### src/rtl/core_ex_lsu_ctrl_if.sv
`default_nettype none
// ============================================================================
// Module   : core_ex_lsu_ctrl_if
// Brief    : EX-request, data-memory and writeback bundle for core_ex_lsu_ctrl
// Revision : 1.0  initial release
// ============================================================================
interface core_ex_lsu_ctrl_if #(
    parameter int XLEN    = 32,
    parameter int DEPTH   = 4,
    parameter int RFIDX_W = 5
);
    logic                      req_valid;
    logic                      req_ready;
    logic                      req_is_store;
    logic [1:0]                req_size;
    logic                      req_unsigned;
    logic [XLEN-1:0]           req_addr;
    logic [XLEN-1:0]           req_wdata;
    logic [RFIDX_W-1:0]        req_rd_idx;

    logic                      mem_req_valid;
    logic                      mem_req_ready;
    logic [XLEN-1:0]           mem_req_addr;
    logic                      mem_req_wen;
    logic [XLEN-1:0]           mem_req_wdata;
    logic [XLEN/8-1:0]         mem_req_wstrb;
    logic                      mem_rsp_valid;
    logic [XLEN-1:0]           mem_rsp_data;

    logic                      wb_valid;
    logic                      wb_ready;
    logic [RFIDX_W-1:0]        wb_idx;
    logic [XLEN-1:0]           wb_data;

    logic                      misalign_valid;
    logic [XLEN-1:0]           misalign_addr;
    logic                      flush;
    logic                      busy;
    logic [$clog2(DEPTH):0]    outstanding;

    // Environment side: EX stage, data memory and register-file writeback
    modport master (
        output req_valid, req_is_store, req_size, req_unsigned, req_addr,
               req_wdata, req_rd_idx, mem_req_ready, mem_rsp_valid,
               mem_rsp_data, wb_ready, flush,
        input  req_ready, mem_req_valid, mem_req_addr, mem_req_wen,
               mem_req_wdata, mem_req_wstrb, wb_valid, wb_idx, wb_data,
               misalign_valid, misalign_addr, busy, outstanding
    );

    modport slave (
        input  req_valid, req_is_store, req_size, req_unsigned, req_addr,
               req_wdata, req_rd_idx, mem_req_ready, mem_rsp_valid,
               mem_rsp_data, wb_ready, flush,
        output req_ready, mem_req_valid, mem_req_addr, mem_req_wen,
               mem_req_wdata, mem_req_wstrb, wb_valid, wb_idx, wb_data,
               misalign_valid, misalign_addr, busy, outstanding
    );
endinterface
`default_nettype wire

### src/rtl/core_ex_lsu_ctrl.sv
`default_nettype none
// ============================================================================
// Module   : core_ex_lsu_ctrl
// Brief    : EX-stage load/store control with a DEPTH-entry in-order tracker
// Revision : 1.0  initial release
// ============================================================================
module core_ex_lsu_ctrl #(
    parameter int XLEN    = 32,
    parameter int DEPTH   = 4,
    parameter int RFIDX_W = 5
) (
    input  logic              clk,
    input  logic              rst,
    core_ex_lsu_ctrl_if.slave bus
);
    localparam int c_strb_w = XLEN / 8;
    localparam int c_off_w  = $clog2(c_strb_w);
    localparam int c_idx_w  = $clog2(XLEN);
    localparam int c_ptr_w  = $clog2(DEPTH);
    localparam int c_cnt_w  = c_ptr_w + 1;

    logic [c_ptr_w-1:0]  r_tail;
    logic [c_ptr_w-1:0]  r_rsp_ptr;
    logic [c_ptr_w-1:0]  r_head;
    logic [c_cnt_w-1:0]  r_count;
    logic [c_cnt_w-1:0]  r_pend;
    logic [DEPTH-1:0]    r_is_store;
    logic [DEPTH-1:0]    r_unsigned;
    logic [DEPTH-1:0]    r_done;
    logic [DEPTH-1:0]    r_killed;
    logic [1:0]          r_size   [DEPTH];
    logic [c_off_w-1:0]  r_off    [DEPTH];
    logic [RFIDX_W-1:0]  r_rd_idx [DEPTH];
    logic [XLEN-1:0]     r_data   [DEPTH];
    logic                r_misalign_valid;
    logic [XLEN-1:0]     r_misalign_addr;

    logic [c_off_w-1:0]  w_off;
    logic                w_misaligned;
    logic                w_full;
    logic                w_empty;
    logic                w_req_ready;
    logic                w_accept;
    logic                w_push;
    logic                w_mis_fire;
    logic                w_rsp_fire;
    logic                w_wb_valid;
    logic                w_retire;
    logic [c_strb_w-1:0] w_mask;
    logic [XLEN-1:0]     w_shifted;
    logic [XLEN-1:0]     w_keep;
    logic [c_idx_w-1:0]  w_msb;
    logic                w_sign;
    logic [XLEN-1:0]     w_load;

    assign w_off   = bus.req_addr[c_off_w-1:0];
    assign w_full  = (r_count == c_cnt_w'(DEPTH));
    assign w_empty = (r_count == '0);

    always_comb begin
        w_misaligned = 1'b0;
        case (bus.req_size)
            2'd0:    w_misaligned = 1'b0;
            2'd1:    w_misaligned = bus.req_addr[0];
            2'd2:    w_misaligned = |bus.req_addr[1:0];
            default: w_misaligned = |bus.req_addr[2:0];
        endcase
    end

    // Misaligned requests are consumed locally, so they do not wait on memory
    assign w_req_ready = ~rst & ~bus.flush & ~w_full & (w_misaligned | bus.mem_req_ready);
    assign w_accept    = bus.req_valid & w_req_ready;
    assign w_push      = w_accept & ~w_misaligned;
    assign w_mis_fire  = w_accept & w_misaligned;

    // r_pend counts issued-but-unanswered entries; stray responses are dropped
    assign w_rsp_fire  = bus.mem_rsp_valid & (r_pend != '0);

    always_comb begin
        w_mask = '0;
        case (bus.req_size)
            2'd0:    w_mask = c_strb_w'(1);
            2'd1:    w_mask = c_strb_w'(3);
            2'd2:    w_mask = c_strb_w'(4'hF);
            default: w_mask = '1;
        endcase
    end

    assign bus.req_ready     = w_req_ready;
    assign bus.mem_req_valid = ~rst & bus.req_valid & ~w_misaligned & ~w_full & ~bus.flush;
    assign bus.mem_req_addr  = bus.req_addr;
    assign bus.mem_req_wen   = bus.req_is_store;
    assign bus.mem_req_wdata = bus.req_wdata << {w_off, 3'b000};
    assign bus.mem_req_wstrb = bus.req_is_store ? (w_mask << w_off) : '0;

    // Load data extraction from the registered head entry
    assign w_shifted = r_data[r_head] >> {r_off[r_head], 3'b000};

    always_comb begin
        w_keep = '1;
        w_msb  = '1;
        case (r_size[r_head])
            2'd0: begin
                w_keep = XLEN'(8'hFF);
                w_msb  = c_idx_w'(7);
            end
            2'd1: begin
                w_keep = XLEN'(16'hFFFF);
                w_msb  = c_idx_w'(15);
            end
            2'd2: begin
                w_keep = XLEN'(32'hFFFF_FFFF);
                w_msb  = c_idx_w'(31);
            end
            default: begin
                w_keep = '1;
                w_msb  = '1;
            end
        endcase
    end

    assign w_sign = ~r_unsigned[r_head] & w_shifted[w_msb];
    assign w_load = (w_shifted & w_keep) | (~w_keep & {XLEN{w_sign}});

    assign w_wb_valid = ~rst & ~w_empty & r_done[r_head] & ~r_is_store[r_head] & ~r_killed[r_head];
    assign w_retire   = ~w_empty & r_done[r_head] &
                        (r_is_store[r_head] | r_killed[r_head] | bus.wb_ready);

    assign bus.wb_valid       = w_wb_valid;
    assign bus.wb_idx         = r_rd_idx[r_head];
    assign bus.wb_data        = w_load;
    assign bus.misalign_valid = r_misalign_valid;
    assign bus.misalign_addr  = r_misalign_addr;
    assign bus.busy           = ~rst & (r_count != '0);
    assign bus.outstanding    = r_count;

    always_ff @(posedge clk) begin
        if (rst) begin
            r_tail           <= '0;
            r_rsp_ptr        <= '0;
            r_head           <= '0;
            r_count          <= '0;
            r_pend           <= '0;
            r_done           <= '0;
            r_killed         <= '0;
            r_misalign_valid <= 1'b0;
            r_misalign_addr  <= '0;
        end else begin
            r_misalign_valid <= w_mis_fire;
            if (w_mis_fire) begin
                r_misalign_addr <= bus.req_addr;
            end

            // Flush blocks pushes, so marking every slot is safe; a push clears its own flag
            if (bus.flush) begin
                r_killed <= '1;
            end

            if (w_push) begin
                r_is_store[r_tail] <= bus.req_is_store;
                r_unsigned[r_tail] <= bus.req_unsigned;
                r_size[r_tail]     <= bus.req_size;
                r_off[r_tail]      <= w_off;
                r_rd_idx[r_tail]   <= bus.req_rd_idx;
                r_done[r_tail]     <= 1'b0;
                r_killed[r_tail]   <= 1'b0;
                r_tail             <= r_tail + c_ptr_w'(1);
            end

            if (w_rsp_fire) begin
                r_data[r_rsp_ptr] <= bus.mem_rsp_data;
                r_done[r_rsp_ptr] <= 1'b1;
                r_rsp_ptr         <= r_rsp_ptr + c_ptr_w'(1);
            end

            if (w_retire) begin
                r_head <= r_head + c_ptr_w'(1);
            end

            r_count <= r_count + c_cnt_w'(w_push) - c_cnt_w'(w_retire);
            r_pend  <= r_pend + c_cnt_w'(w_push) - c_cnt_w'(w_rsp_fire);
        end
    end
endmodule
`default_nettype wire
### src/flat_wrapper.sv
// flat-port wrapper written by rule: the top's interface ports become plain ports
module core_ex_lsu_ctrl_flat 
#(
    parameter int XLEN    = 32,
    parameter int DEPTH   = 4,
    parameter int RFIDX_W = 5
)
  (clk, rst, bus_req_valid, bus_req_is_store, bus_req_size, bus_req_unsigned, bus_req_addr, bus_req_wdata, bus_req_rd_idx, bus_mem_req_ready, bus_mem_rsp_valid, bus_mem_rsp_data, bus_wb_ready, bus_flush, bus_req_ready, bus_mem_req_valid, bus_mem_req_addr, bus_mem_req_wen, bus_mem_req_wdata, bus_mem_req_wstrb, bus_wb_valid, bus_wb_idx, bus_wb_data, bus_misalign_valid, bus_misalign_addr, bus_busy, bus_outstanding);
  core_ex_lsu_ctrl_if #(.XLEN(XLEN), .DEPTH(DEPTH), .RFIDX_W(RFIDX_W)) bus_i ();
  input  logic clk;
  input  logic rst;
  input wire logic [$bits(bus_i.req_valid)-1:0] bus_req_valid;
  input wire logic [$bits(bus_i.req_is_store)-1:0] bus_req_is_store;
  input wire logic [$bits(bus_i.req_size)-1:0] bus_req_size;
  input wire logic [$bits(bus_i.req_unsigned)-1:0] bus_req_unsigned;
  input wire logic [$bits(bus_i.req_addr)-1:0] bus_req_addr;
  input wire logic [$bits(bus_i.req_wdata)-1:0] bus_req_wdata;
  input wire logic [$bits(bus_i.req_rd_idx)-1:0] bus_req_rd_idx;
  input wire logic [$bits(bus_i.mem_req_ready)-1:0] bus_mem_req_ready;
  input wire logic [$bits(bus_i.mem_rsp_valid)-1:0] bus_mem_rsp_valid;
  input wire logic [$bits(bus_i.mem_rsp_data)-1:0] bus_mem_rsp_data;
  input wire logic [$bits(bus_i.wb_ready)-1:0] bus_wb_ready;
  input wire logic [$bits(bus_i.flush)-1:0] bus_flush;
  output wire logic [$bits(bus_i.req_ready)-1:0] bus_req_ready;
  output wire logic [$bits(bus_i.mem_req_valid)-1:0] bus_mem_req_valid;
  output wire logic [$bits(bus_i.mem_req_addr)-1:0] bus_mem_req_addr;
  output wire logic [$bits(bus_i.mem_req_wen)-1:0] bus_mem_req_wen;
  output wire logic [$bits(bus_i.mem_req_wdata)-1:0] bus_mem_req_wdata;
  output wire logic [$bits(bus_i.mem_req_wstrb)-1:0] bus_mem_req_wstrb;
  output wire logic [$bits(bus_i.wb_valid)-1:0] bus_wb_valid;
  output wire logic [$bits(bus_i.wb_idx)-1:0] bus_wb_idx;
  output wire logic [$bits(bus_i.wb_data)-1:0] bus_wb_data;
  output wire logic [$bits(bus_i.misalign_valid)-1:0] bus_misalign_valid;
  output wire logic [$bits(bus_i.misalign_addr)-1:0] bus_misalign_addr;
  output wire logic [$bits(bus_i.busy)-1:0] bus_busy;
  output wire logic [$bits(bus_i.outstanding)-1:0] bus_outstanding;
  assign bus_i.req_valid = bus_req_valid;
  assign bus_i.req_is_store = bus_req_is_store;
  assign bus_i.req_size = bus_req_size;
  assign bus_i.req_unsigned = bus_req_unsigned;
  assign bus_i.req_addr = bus_req_addr;
  assign bus_i.req_wdata = bus_req_wdata;
  assign bus_i.req_rd_idx = bus_req_rd_idx;
  assign bus_i.mem_req_ready = bus_mem_req_ready;
  assign bus_i.mem_rsp_valid = bus_mem_rsp_valid;
  assign bus_i.mem_rsp_data = bus_mem_rsp_data;
  assign bus_i.wb_ready = bus_wb_ready;
  assign bus_i.flush = bus_flush;
  assign bus_req_ready = bus_i.req_ready;
  assign bus_mem_req_valid = bus_i.mem_req_valid;
  assign bus_mem_req_addr = bus_i.mem_req_addr;
  assign bus_mem_req_wen = bus_i.mem_req_wen;
  assign bus_mem_req_wdata = bus_i.mem_req_wdata;
  assign bus_mem_req_wstrb = bus_i.mem_req_wstrb;
  assign bus_wb_valid = bus_i.wb_valid;
  assign bus_wb_idx = bus_i.wb_idx;
  assign bus_wb_data = bus_i.wb_data;
  assign bus_misalign_valid = bus_i.misalign_valid;
  assign bus_misalign_addr = bus_i.misalign_addr;
  assign bus_busy = bus_i.busy;
  assign bus_outstanding = bus_i.outstanding;
  core_ex_lsu_ctrl #(.XLEN(XLEN), .DEPTH(DEPTH), .RFIDX_W(RFIDX_W)) u_core (.clk(clk), .rst(rst), .bus(bus_i));
endmodule
### config.mk
export PLATFORM = sky130hd
export DESIGN_NAME = core_ex_lsu_ctrl_flat
export DESIGN_NICKNAME = d
export VERILOG_FILES = /design/src/rtl/core_ex_lsu_ctrl_if.sv /design/src/rtl/core_ex_lsu_ctrl.sv /design/src/flat_wrapper.sv
export SDC_FILE = /design/constraint.sdc
export NUM_CORES = 1
export LEC_CHECK = 0
export CAP_MARGIN = 20
export CORE_ASPECT_RATIO = 0.7
export CORE_UTILIZATION = 42
export DETAILED_ROUTE_END_ITERATION = 8
export GPL_TIMING_DRIVEN = 0
export HOLD_SLACK_MARGIN = 0.15
export PLACE_DENSITY_LB_ADDON = 0.15
export RECOVER_POWER = 100
export SLEW_MARGIN = 20
export SYNTH_ARGS = -nofsm -noshare
export SYNTH_HDL_FRONTEND = slang
export SYNTH_SLANG_ARGS = --single-unit
### constraint.sdc
create_clock -name clk -period 2.67 [get_ports clk]
set_input_delay 0.267 -clock clk [delete_from_list [all_inputs] [get_ports clk]]
set_output_delay 0.267 -clock clk [all_outputs]
set_load 0.03 [all_outputs]
* Word level (Yosys, flattened, before mapping) *
Memory sizes are Yosys's and may differ from the RTL's. A register that Yosys moved wholly into a read port is not among the register bits.
Index checks and enable logic that the tools add are counted.

word-level totals
  output and inout port bits = 146
  word-level logic and storage cells = 124
  memories = 4
  register bits after elaboration = 61
  bits in writable memories = 164

memories
  name             depth  bits a word  read ports  clocked after Yosys merged registers in  write ports  RTL line                text
  u_core.r_data    4      32           1           1                                        1            core_ex_lsu_ctrl.sv:34  logic [XLEN-1:0] r_data [DEPTH];
  u_core.r_rd_idx  4      5            1           1                                        1            core_ex_lsu_ctrl.sv:33  logic [RFIDX_W-1:0] r_rd_idx [DEPTH];
  u_core.r_off     4      2            1           1                                        1            core_ex_lsu_ctrl.sv:32  logic [c_off_w-1:0] r_off [DEPTH];
  u_core.r_size    4      2            1           1                                        1            core_ex_lsu_ctrl.sv:31  logic [1:0] r_size [DEPTH];

cells by class
  bitwise logic cells = 38
  shift-type cells = 3
  reduce and logical (&&, ||, !) cells = 10
  muxes and demuxes = 41
  eq/ne operators = 4
  add/sub/neg operators = 7
  magnitude comparators = 6

operators by type and width
  cell                 count
  $and 32x32->32       2
  $pmux 32 s2          1
  $not 32->32          1
  $or 32x32->32        1
  $shl 32x5->32        1
  $shr 32x5->32        1
  $mux 4               7
  $and 1x1->1          19
  $mux 2               8
  $mux 1               13
  $pmux 5 s2           1
  $lt 2x3->1 const B   3
  $and 4x4->4          2
  $bmux 1 s2           4
  $bwmux 4             2
  $not 1->1            8
  $pmux 4 s2           1
  $add 2x1->2 const B  3
  $add 3x1->3          2
  $lt 5x6->1 const B   1
  $reduce_bool 3->1    2
  $sub 3x1->3          2
  $bmux 1 s5           1
  $demux 1 s2          2
  other kinds (15)     21

* Longest topological paths before layout *
Gate-level depths: netlist of the first run.

  word-level depth = 10
  mapped depth = 11
  mapped depth without buffers = 10

* Worst setup path before layout of the first run *
OpenSTA, ideal clock, no wires.

  kind = reg2out
  start point = register with a tool-made name
  end point = output port bus_wb_data[10]
  arrival = 2358 ps
  cell stages (with the launch flop) = 8
  required time = 2403 ps
  path buffers = 3
  path slack = 45 ps
  path through = dfxtp_1 buf_6 mux4_2 buf_2 buf_2 nor2b_1 a21oi_1 o21ai_0

RTL lines
  element        RTL line            text
  end, declared  flat_wrapper.sv:32  output wire logic [$bits(bus_i.wb_data)-1:0] bus_wb_data;

==> out/metrics.csv, run 1 <==
stage,metric,value,unit
final_layout,post-route cell area,14200,µm²
final_layout,share of cells above drive strength 1,0.235,
synth,syn_nets,856,
route,Post-route DRC,0,
pwr,switching power,2360,µW
pwr,Switching Fraction,0.263,
global_routing,largest net degree at the start of global routing,26,
worst_setup_path,maximum fanout along the worst path,5,
timing,hold slack final,0.282,ns
clock_tree,Num CTS Buffers,22,
pwr,total power,8970,µW
clock_tree,Worst-path clk slew,0.06,ns
pwr,sequential power share,0.452,
timing,Slew headroom,0.238,
place,post-placement cell area,13100,µm²
synth,Synth area leader,edfxtp_1,
die,num rows,46,
clock_tree,CTS root buf,clkbuf_16,
pwr,Power Dens Cells,632,nW/µm²
worst_setup_path,Critical Path RT,2.40,ns
route,WL final,26.3,mm
route,WL/cell,19.1,µm
timing,endpoints failing setup,54,
outcome,status,"complete, but fails checks",
synth,Syn Inst Count,730,
route,routed vias,7010,
timing,RSZ-0062 raised after global routing,yes,
final_layout,FF+latch area,6270,µm²
place,detailed placement HPWL,18.9,mm
global_routing,global-route usage over all layers,0.209,
timing,final number of max-transition violations,0,
route,number of routed nets with antenna violations,0,
die,Initial Util,0.436,
final_layout,fin nets,1171,
pwr,combinational share of power,0.210,
pwr,Lkg Pwr,0.00525,µW
clock_tree,clk sinks,227,
pwr,clock network power share,0.337,
clock_tree,CTS Hold Buffers Added,0,
clock_tree,CTS tree,done,
pwr,P_int,6610,µW
die,Die X,187,µm
timing,final hold violations,0,
synth,register area share after synthesis,0.625,
synth,synthesized area,10000,µm²
place,GPL Wtd Cong,0.848,
route,first-pass iteration count of the detailed router,4,
timing,Final WS setup,-0.331,ns
timing,fmax,0.333,GHz
global_routing,initial antenna violation count,4,
global_routing,vias in the first global route,7143,
final_layout,area grow syn2layout,41.5,%
synth,#FFs+latches synth,227,
worst_hold_path,Tightest Hold Check Type,primary input to register,
global_routing,gr ovfl total,0,
timing,Slew @ Worst Pin,1.14,ns
clock_tree,Max clock buf depth,3,
synth,"Avg Cell Area, Syn",13.7,µm²
synth,ranking of synthesized cells by area,"edfxtp_1 52%, dfxtp_1 11%, mux4_2 8.8%, nand2_1 3.7%, mux2i_1 3.5%",
pwr,Max VDD drop,422,µV
worst_setup_path,CP arrival,2.73,ns
timing,Clock Skews,0.0151,ns
worst_setup_path,Critical Path End Type,output port,
job,Max-Cap Viols,0,
clock_tree,clk_lat worst skew,0.50,ns
timing,crit path time final,3.00,ns
synth,"FFs w/ async S/R, synth",0,
die,io pins,258,
synth,"EDFF count, synth",172,
die,CORE AREA,23000,µm²
synth,YS warnings,0,
place,Port-buffer cells,256,
synth,share of the synthesized area in the top cell type,0.515,
worst_setup_path,kind of critical path,register to output port,
timing,setup TNS,-8.82,ns
synth,ys flop type,edfxtp_1,
clock_tree,H-tree levels,1,
timing,"Period Utilization, post-route",1.12,
die,Die ar.,24500,µm²
die,Die H,131,µm
outcome,failing checks,setup timing,
route,initial drt markers,433,
global_routing,first-pass GRT wire length,39.8,mm
worst_setup_path,CP Launch Type,register,
final_layout,fillcell total,1788,
final_layout,area occupied by multi-input gates,3350,µm²
synth,Yosys cell types,46,
route,Avg Vias per Cell,5.10,
per-stage QoR:
stage / setup WS (ns) / utilization / cells
6_report: -0.331 / 0.616 / 1375
5_1_grt: -0.421 / 0.616 / 1373
4_1_cts: -0.355 / 0.608 / 1356
3_5_place_dp: -0.729 / 0.568 / 1302
3_3_place_gp: -0.725 / 0.564 / 1298
2_1_floorplan: 0.0454 / - / 730
power by group through the flow:
stage | Combinational (µW) | Clock [µW] | Sequential (µW)
after detailed placement | 1790 | 0 | 4130
after global placement | 1740 | 0 | 4130
after floorplan | 990 | 0 | 4160
final | 1890 | 3020 | 4060
after CTS | 1880 | 3090 | 4050
after global routing | 2020 | 3220 | 4070
critical path, cell delays in order, from the launching register on:
cell and delay, ns:
dfxtp_4 0.41, mux4_2 0.56, or3_4 0.44, o22ai_4 0.22, a21oi_4 0.08, buf_6 0.13
buf_8 0.13, o21ai_4 0.14, buf_6 0.15
synth_stat cells, types with 3 or more instances:
library cell	number
a21oi_1	53
a211oi_1	10
nor2b_1	16
buf_1	10
mux4_1	5
ha_1	12
mux2i_1	35
o21ai_2	10
xnor2_1	6
nand2_1	100
and2_1	17
nor3_1	3
mux2_2	8
buf_4	34
o21a_1	5
o21ai_0	30
nor2_1	34
a21o_1	4
mux4_2	39
dfxtp_1	55
edfxtp_1	172
buf_2	11
clkbuf_1	18
inv_1	17
state kept, by name, summed over array words and instances (netlist names), named ones only:
| name | cells |
|---|---|
| u_core.r_killed | 4 |
| u_core.r_off | 8 |
| u_core.r_tail | 2 |
| u_core.r_rsp_ptr | 2 |
| u_core.r_done | 4 |
| u_core.bus.misalign_addr | 32 |
| u_core.r_size | 8 |
| u_core.r_is_store | 4 |
| u_core.r_data | 128 |
| u_core.r_rd_idx | 20 |
| u_core.r_pend | 3 |
| u_core.r_head | 2 |
| u_core.bus.outstanding | 3 |
| u_core.r_unsigned | 4 |
| u_core.bus.misalign_valid | 1 |
area by class of cell:
class	count	share of cell area
inverter	17	0.00450
tap	312	0.0275
clock buffer	27	0.0416
sequential	227	0.442
buffer	74	0.0380
clock inverter	12	0.00758
antenna	3	0.000529
multi-input combinational	410	0.236
timing repair buffer	293	0.202
final timing paths:
path	start	to	slack [ns]	cells after the start
worst max-delay path	register	bus_wb_data[22]	-0.33	8
worst min-delay path	bus_req_addr[1]	u_core.r_off[1][1]	0.28	1
worst max register to register	u_core.r_head[0]	u_core.bus.outstanding[2]	-0.08	10
worst min register to register	u_core.bus.misalign_addr[26]	u_core.bus.misalign_addr[26]	0.45	2
cells in the final DEF, fill, tap and decap left out, types with 7 or more instances in the layout:
cell	n
edfxtp_1	172
dlygate4sd3_1	118
clkdlybuf4s50_1	99
nand2_1	96
buf_4	81
a21oi_1	53
dfxtp_1	53
mux4_2	44
nor2_1	32
mux2i_1	31
buf_6	24
clkbuf_16	24
inv_1	17
clkbuf_1	17
o21ai_1	16
nor2b_1	14
o21ai_0	12
ha_1	12
a211oi_1	10
o21ai_2	10
and2_1	9
clkbuf_2	7
routing by layer:
layer | GRT usage | share of wire | routed length [µm] | vias up
li1 | - | - | - | 3278
met1 | 0.277 | 0.44 | 11600 | 3451
met2 | 0.354 | 0.48 | 12700 | 240
met3 | 0.0425 | 0.058 | 1530 | 39
met4 | 0.0483 | 0.017 | 458 | 2
met5 | 0 | 0.00030 | 8 | -
what timing repair did:
item / in CTS / in global routing
gates resized for setup: 300 / 80
setup endpoints to repair: 123 / 100
buffers inserted: 15 / 17
gates cloned: 1 / 1
pin swaps: 6 / 6
cell families (layout without fill, tap and decap cells):
| family | after synthesis | after routing | share of synthesized area |
|---|---|---|---|
| other cells | 0 | 3 | 0 |
| buf+inv | 93 | 423 | 0.0524 |
| xor+xnor | 7 | 7 | 0.00611 |
| flops | 227 | 227 | 0.625 |
| mux | 87 | 87 | 0.145 |
| compound gates | 121 | 121 | 0.0735 |
| simple gates | 181 | 181 | 0.0796 |
| fa+ha+maj | 14 | 14 | 0.0190 |
(Power assumes the default switching activity.)
==> run 2: changes to the inputs <==
ABC_AREA = 0   (was unset)
clock period = 3.65 ns   (was 2.67 ns; I/O delays follow)
==> out/metrics.csv, run 2 (synthesis results as in run 1) <==
stage,metric,value,unit
final_layout,fin nets,1140,
timing,RSZ-0062 raised after global routing,no,
route,number of routed nets with antenna violations,0,
route,routed vias,6851,
worst_setup_path,kind of critical path,register to output port,
global_routing,initial antenna violation count,4,
pwr,Max VDD drop,315,µV
final_layout,"commonest non-fill, non-tap cell in the layout",edfxtp_1,
timing,endpoints failing setup,0,
timing,crit path time final,3.51,ns
route,Avg Vias per Cell,5.10,
global_routing,global-route usage over all layers,0.206,
place,Port-buffer cells,256,
route,WL/cell,18.9,µm
clock_tree,CTS root buf,clkbuf_16,
die,Die H,131,µm
timing,Slew @ Worst Pin,1.55,ns
worst_setup_path,CP Launch Type,register,
timing,Clock Skews,0.0151,ns
clock_tree,CTS Hold Buffers Added,0,
clock_tree,Worst-path clk slew,0.06,ns
final_layout,Top reg by flops,u_core.r_data,
outcome,status,"complete, but fails checks",
route,WL final,25.3,mm
timing,Slew headroom,-0.0358,
worst_setup_path,FF-to-FF setup slack,0.57,ns
timing,final hold violations,0,
timing,final number of max-transition violations,26,
die,Die ar.,24500,µm²
worst_hold_path,Tightest Hold Check Type,primary input to register,
route,first-pass iteration count of the detailed router,5,
clock_tree,clk sinks,227,
pwr,Lkg Pwr,0.00504,µW
worst_setup_path,maximum fanout along the worst path,10,
timing,hold slack final,0.439,ns
clock_tree,H-tree levels,1,
worst_setup_path,Critical Path RT,3.28,ns
clock_tree,Max clock buf depth,3,
die,Die X,187,µm
die,CORE AREA,23000,µm²
place,detailed placement HPWL,18.9,mm
timing,"Period Utilization, post-route",0.961,
route,Post-route DRC,0,
clock_tree,clk_lat worst skew,0.50,ns
die,Initial Util,0.436,
global_routing,first-pass GRT wire length,39.3,mm
die,num rows,46,
clock_tree,CTS tree,done,
global_routing,gr ovfl total,0,
clock_tree,postcts setup bufs,0,
pwr,Power Dens Cells,468,nW/µm²
final_layout,Largest register FFs,128,
route,initial drt markers,399,
global_routing,vias in the first global route,7052,
final_layout,area grow syn2layout,36.0,%
job,Max-Cap Viols,1,
outcome,failing checks,"capacitance limit, slew limit",
die,io pins,258,
global_routing,largest net degree at the start of global routing,26,
clock_tree,Num CTS Buffers,22,
place,GPL Wtd Cong,0.848,
timing,fmax,0.285,GHz
timing,setup TNS,0,ns
final_layout,Post-Route Utilization,0.592,
final_layout,share of cells above drive strength 1,0.133,
final_layout,most frequent cells in the layout,"172 x edfxtp_1, 148 x dlygate4sd3_1, 100 x nand2_1",
worst_setup_path,CP arrival,3.14,ns
worst_setup_path,Critical Path End Type,output port,
[run 2: repair_timing]
action / 4_1_cts / 5_1_grt
endpoints found under the setup margin: 31 / 11
pin swaps: 0 / 0
resized for setup: 27 / 11
[run 2: worst paths after layout]
| kind | from | endpoint | cells after the start |
|---|---|---|---|
| setup / recovery | register | bus_wb_data[20] | 8 |
| setup reg to reg | u_core.r_pend[1] | u_core.r_data[0][8] | 4 |
| hold / removal | rst | u_core.r_killed[1] | 3 |
| hold reg to reg | u_core.bus.misalign_addr[25] | u_core.bus.misalign_addr[25] | 2 |
[run 2: final cells by class]
class	count	area, µm²
fillers	1878	9390
flip-flops and latches	227	6270
multi-input cells	410	3220
repair buffers	260	2520
clock buffers	27	591
plain buffers	76	470
well taps	312	390
clock inverters	12	108
inverters	17	63.8
diodes	3	7.51
[run 2: worst max-delay path, stage by stage, from the launching register on]
cell and delay (ns):
dfxtp_1 0.32, buf_6 0.14, buf_12 0.14, mux4_1 0.66, mux2i_2 0.27, o22ai_2 0.15
a21oi_4 0.23, o21ai_0 0.12, clkdlybuf4s50_1 0.61
[run 2: where the power goes]
part / internal [µW] / total, µW / switching [µW]
sequential: 2920 / 2970 / 47.6
combinational: 514 / 1210 / 700
clock: 1290 / 2200 / 916
[run 2: layer usage]
| layer | up-vias | GRT usage | part of all wire |
|---|---|---|---|
| li1 | 3222 | - | - |
| met1 | 3360 | 0.273 | 0.43 |
| met2 | 230 | 0.348 | 0.48 |
| met3 | 37 | 0.0427 | 0.063 |
| met4 | 2 | 0.0460 | 0.017 |
| met5 | - | 0 | 0.00032 |
[run 2: stage by stage]
stage               cell area [µm²]  instances  total power (µW)  worst slack, ns
floorplan                     10000        730              3760            0.927
global placement              13000       1298              4300           0.0726
global route                  13600       1342              6640         0.000842
finish                        13600       1344              6390            0.142
detailed placement            13100       1302              4330           0.0852
CTS                           13800       1341              6520           0.0169
==> run 3: changes to the inputs <==
SLEW_MARGIN = 0   (was 20)
==> out/metrics.csv, run 3 (synthesis results as in run 1) <==
stage,metric,value,unit
pwr,Max VDD drop,273,µV
worst_setup_path,Reg-to-Reg End,u_core.r_data[1][4],
route,Top Layer Used,met5,
worst_hold_path,Tightest Hold Check Type,primary input to register,
route,met2 WL post-DR,12.2,mm
worst_setup_path,Critical Path RT,3.28,ns
global_routing,first-pass GRT wire length,38.9,mm
timing,"Period Utilization, post-route",0.969,
worst_setup_path,Register-to-Register Path Depth,3,
global_routing,initial antenna violation count,4,
worst_setup_path,Critical Path End Type,output port,
final_layout,share of cells above drive strength 1,0.138,
route,metal3 WL,1.61,mm
outcome,status,"complete, but fails checks",
route,first-pass iteration count of the detailed router,5,
global_routing,vias in the first global route,6922,
final_layout,post-route cell area,13700,µm²
worst_setup_path,maximum fanout along the worst path,10,
timing,final hold violations,0,
global_routing,global-route usage over all layers,0.205,
clock_tree,CTS root buf,clkbuf_16,
route,WL/cell,18.9,µm
timing,endpoints failing setup,0,
timing,Slew @ Worst Pin,2.53,ns
timing,setup TNS,0,ns
clock_tree,Num CTS Buffers,23,
final_layout,"commonest non-fill, non-tap cell in the layout",edfxtp_1,
worst_setup_path,CP arrival,3.17,ns
clock_tree,CTS Hold Buffers Added,0,
die,Die ar.,24500,µm²
final_layout,Largest register FFs,128,
clock_tree,CTS tree,done,
die,io pins,258,
timing,RSZ-0062 raised after global routing,no,
worst_hold_path,worst hold start,rst,
die,Die H,131,µm
place,post-placement cell area,13000,µm²
final_layout,area grow syn2layout,36.5,%
worst_setup_path,CP Launch Type,primary input,
place,GPL Wtd Cong,0.848,
final_layout,most frequent cells in the layout,"172 x edfxtp_1, 148 x dlygate4sd3_1, 100 x nand2_1",
timing,fmax,0.283,GHz
final_layout,fillcell total,1894,
die,num rows,46,
route,WL final,25.4,mm
clock_tree,Worst-path clk slew,0.06,ns
worst_setup_path,FF-to-FF setup slack,0.59,ns
worst_setup_path,Worst R2R Start,u_core.r_pend[1],
route,initial drt markers,328,
global_routing,gr ovfl total,0,
die,CORE AREA,23000,µm²
timing,final number of max-transition violations,135,
route,Post-route DRC,0,
clock_tree,H-tree levels,1,
final_layout,area occupied by multi-input gates,3230,µm²
timing,Clock Skews,0.00920,ns
route,number of routed nets with antenna violations,0,
clock_tree,clk_lat worst skew,0.50,ns
global_routing,largest net degree at the start of global routing,34,
outcome,failing checks,"capacitance limit, slew limit",
job,Max-Cap Viols,4,
worst_setup_path,kind of critical path,primary input to output port,
final_layout,non-filler instance count after layout,1343,
timing,Slew headroom,-0.685,
worst_hold_path,Hold EP,u_core.r_killed[0],
die,Initial Util,0.436,
clock_tree,Max clock buf depth,3,
final_layout,FF+latch area,6270,µm²
place,detailed placement HPWL,18.7,mm
pwr,Power Dens Cells,474,nW/µm²
die,Die X,187,µm
final_layout,fin nets,1138,
route,DRT met1 WL,11.1,mm
place,Port-buffer cells,256,
final_layout,Top reg by flops,u_core.r_data,
worst_hold_path,Hold Crit Depth,3,
route,Avg Vias per Cell,5.08,
timing,crit path time final,3.54,ns
pwr,Lkg Pwr,0.00506,µW
route,routed vias,6819,
place,Cell Count Post-Placement,1299,
clock_tree,clk sinks,227,
==> run 3: area by class of cell <==
type | count | area share
timing repair buffer | 257 | 0.184
inverter | 17 | 0.00466
clock inverter | 6 | 0.00585
clock buffer | 35 | 0.0483
antenna | 3 | 0.000549
sequential | 227 | 0.458
multi-input combinational | 410 | 0.236
buffer | 76 | 0.0344
tap | 312 | 0.0285
==> run 3: worst max path at each step <==
stage	from	endpoint	slack (ns)
after detailed placement	bus_req_addr[1]	bus_mem_req_wstrb[3]	0.07
after CTS	register	bus_wb_data[3]	0.04
final	bus_req_addr[1]	bus_mem_req_wdata[10]	0.11
after floorplan	register	bus_wb_data[10]	0.93
after global routing	register	bus_wb_data[26]	0.01
after global placement	bus_req_addr[1]	bus_mem_req_wstrb[3]	0.07
==> run 3: worst max-delay path, cell delays in order <==
cell	delay (ns)
dlygate4sd3_1	0.85
clkbuf_1	0.61
clkbuf_1	0.51
nor2_1	0.12
dlygate4sd3_1	0.71
==> run 3: metrics by stage <==
| stage | setup slack, ns | power [µW] | util | hold slack (ns) |
|---|---|---|---|---|
| final | 0.114 | 6490 | 0.594 | 0.432 |
| after floorplan | 0.927 | 3760 | - | 0.421 |
| after detailed placement | 0.0723 | 4320 | 0.565 | 0.443 |
| after global routing | 0.00980 | 6740 | 0.594 | 0.454 |
| after CTS | 0.0399 | 6600 | 0.597 | 0.434 |
| after global placement | 0.0726 | 4300 | 0.564 | 0.431 |
==> run 3: routing by layer <==
layer / GRT usage / vias to the layer above
met5: 0 / -
li1: - / 3229
met1: 0.274 / 3320
met2: 0.344 / 230
met4: 0.0510 / 2
met3: 0.0422 / 38
==> run 3: report_power, final <==
| group | switching [µW] | internal (µW) |
|---|---|---|
| Combinational | 698 | 516 |
| Clock | 919 | 1380 |
| Sequential | 48.1 | 2920 |
| Total | 1670 | 4820 |
==> run 3: repair_timing <==
action | CTS | global route
endpoints found under the setup margin | 31 | 11
hold endpoints to repair | 0 | 0
gates resized for setup | 28 | 11
buffers inserted | 0 | 0
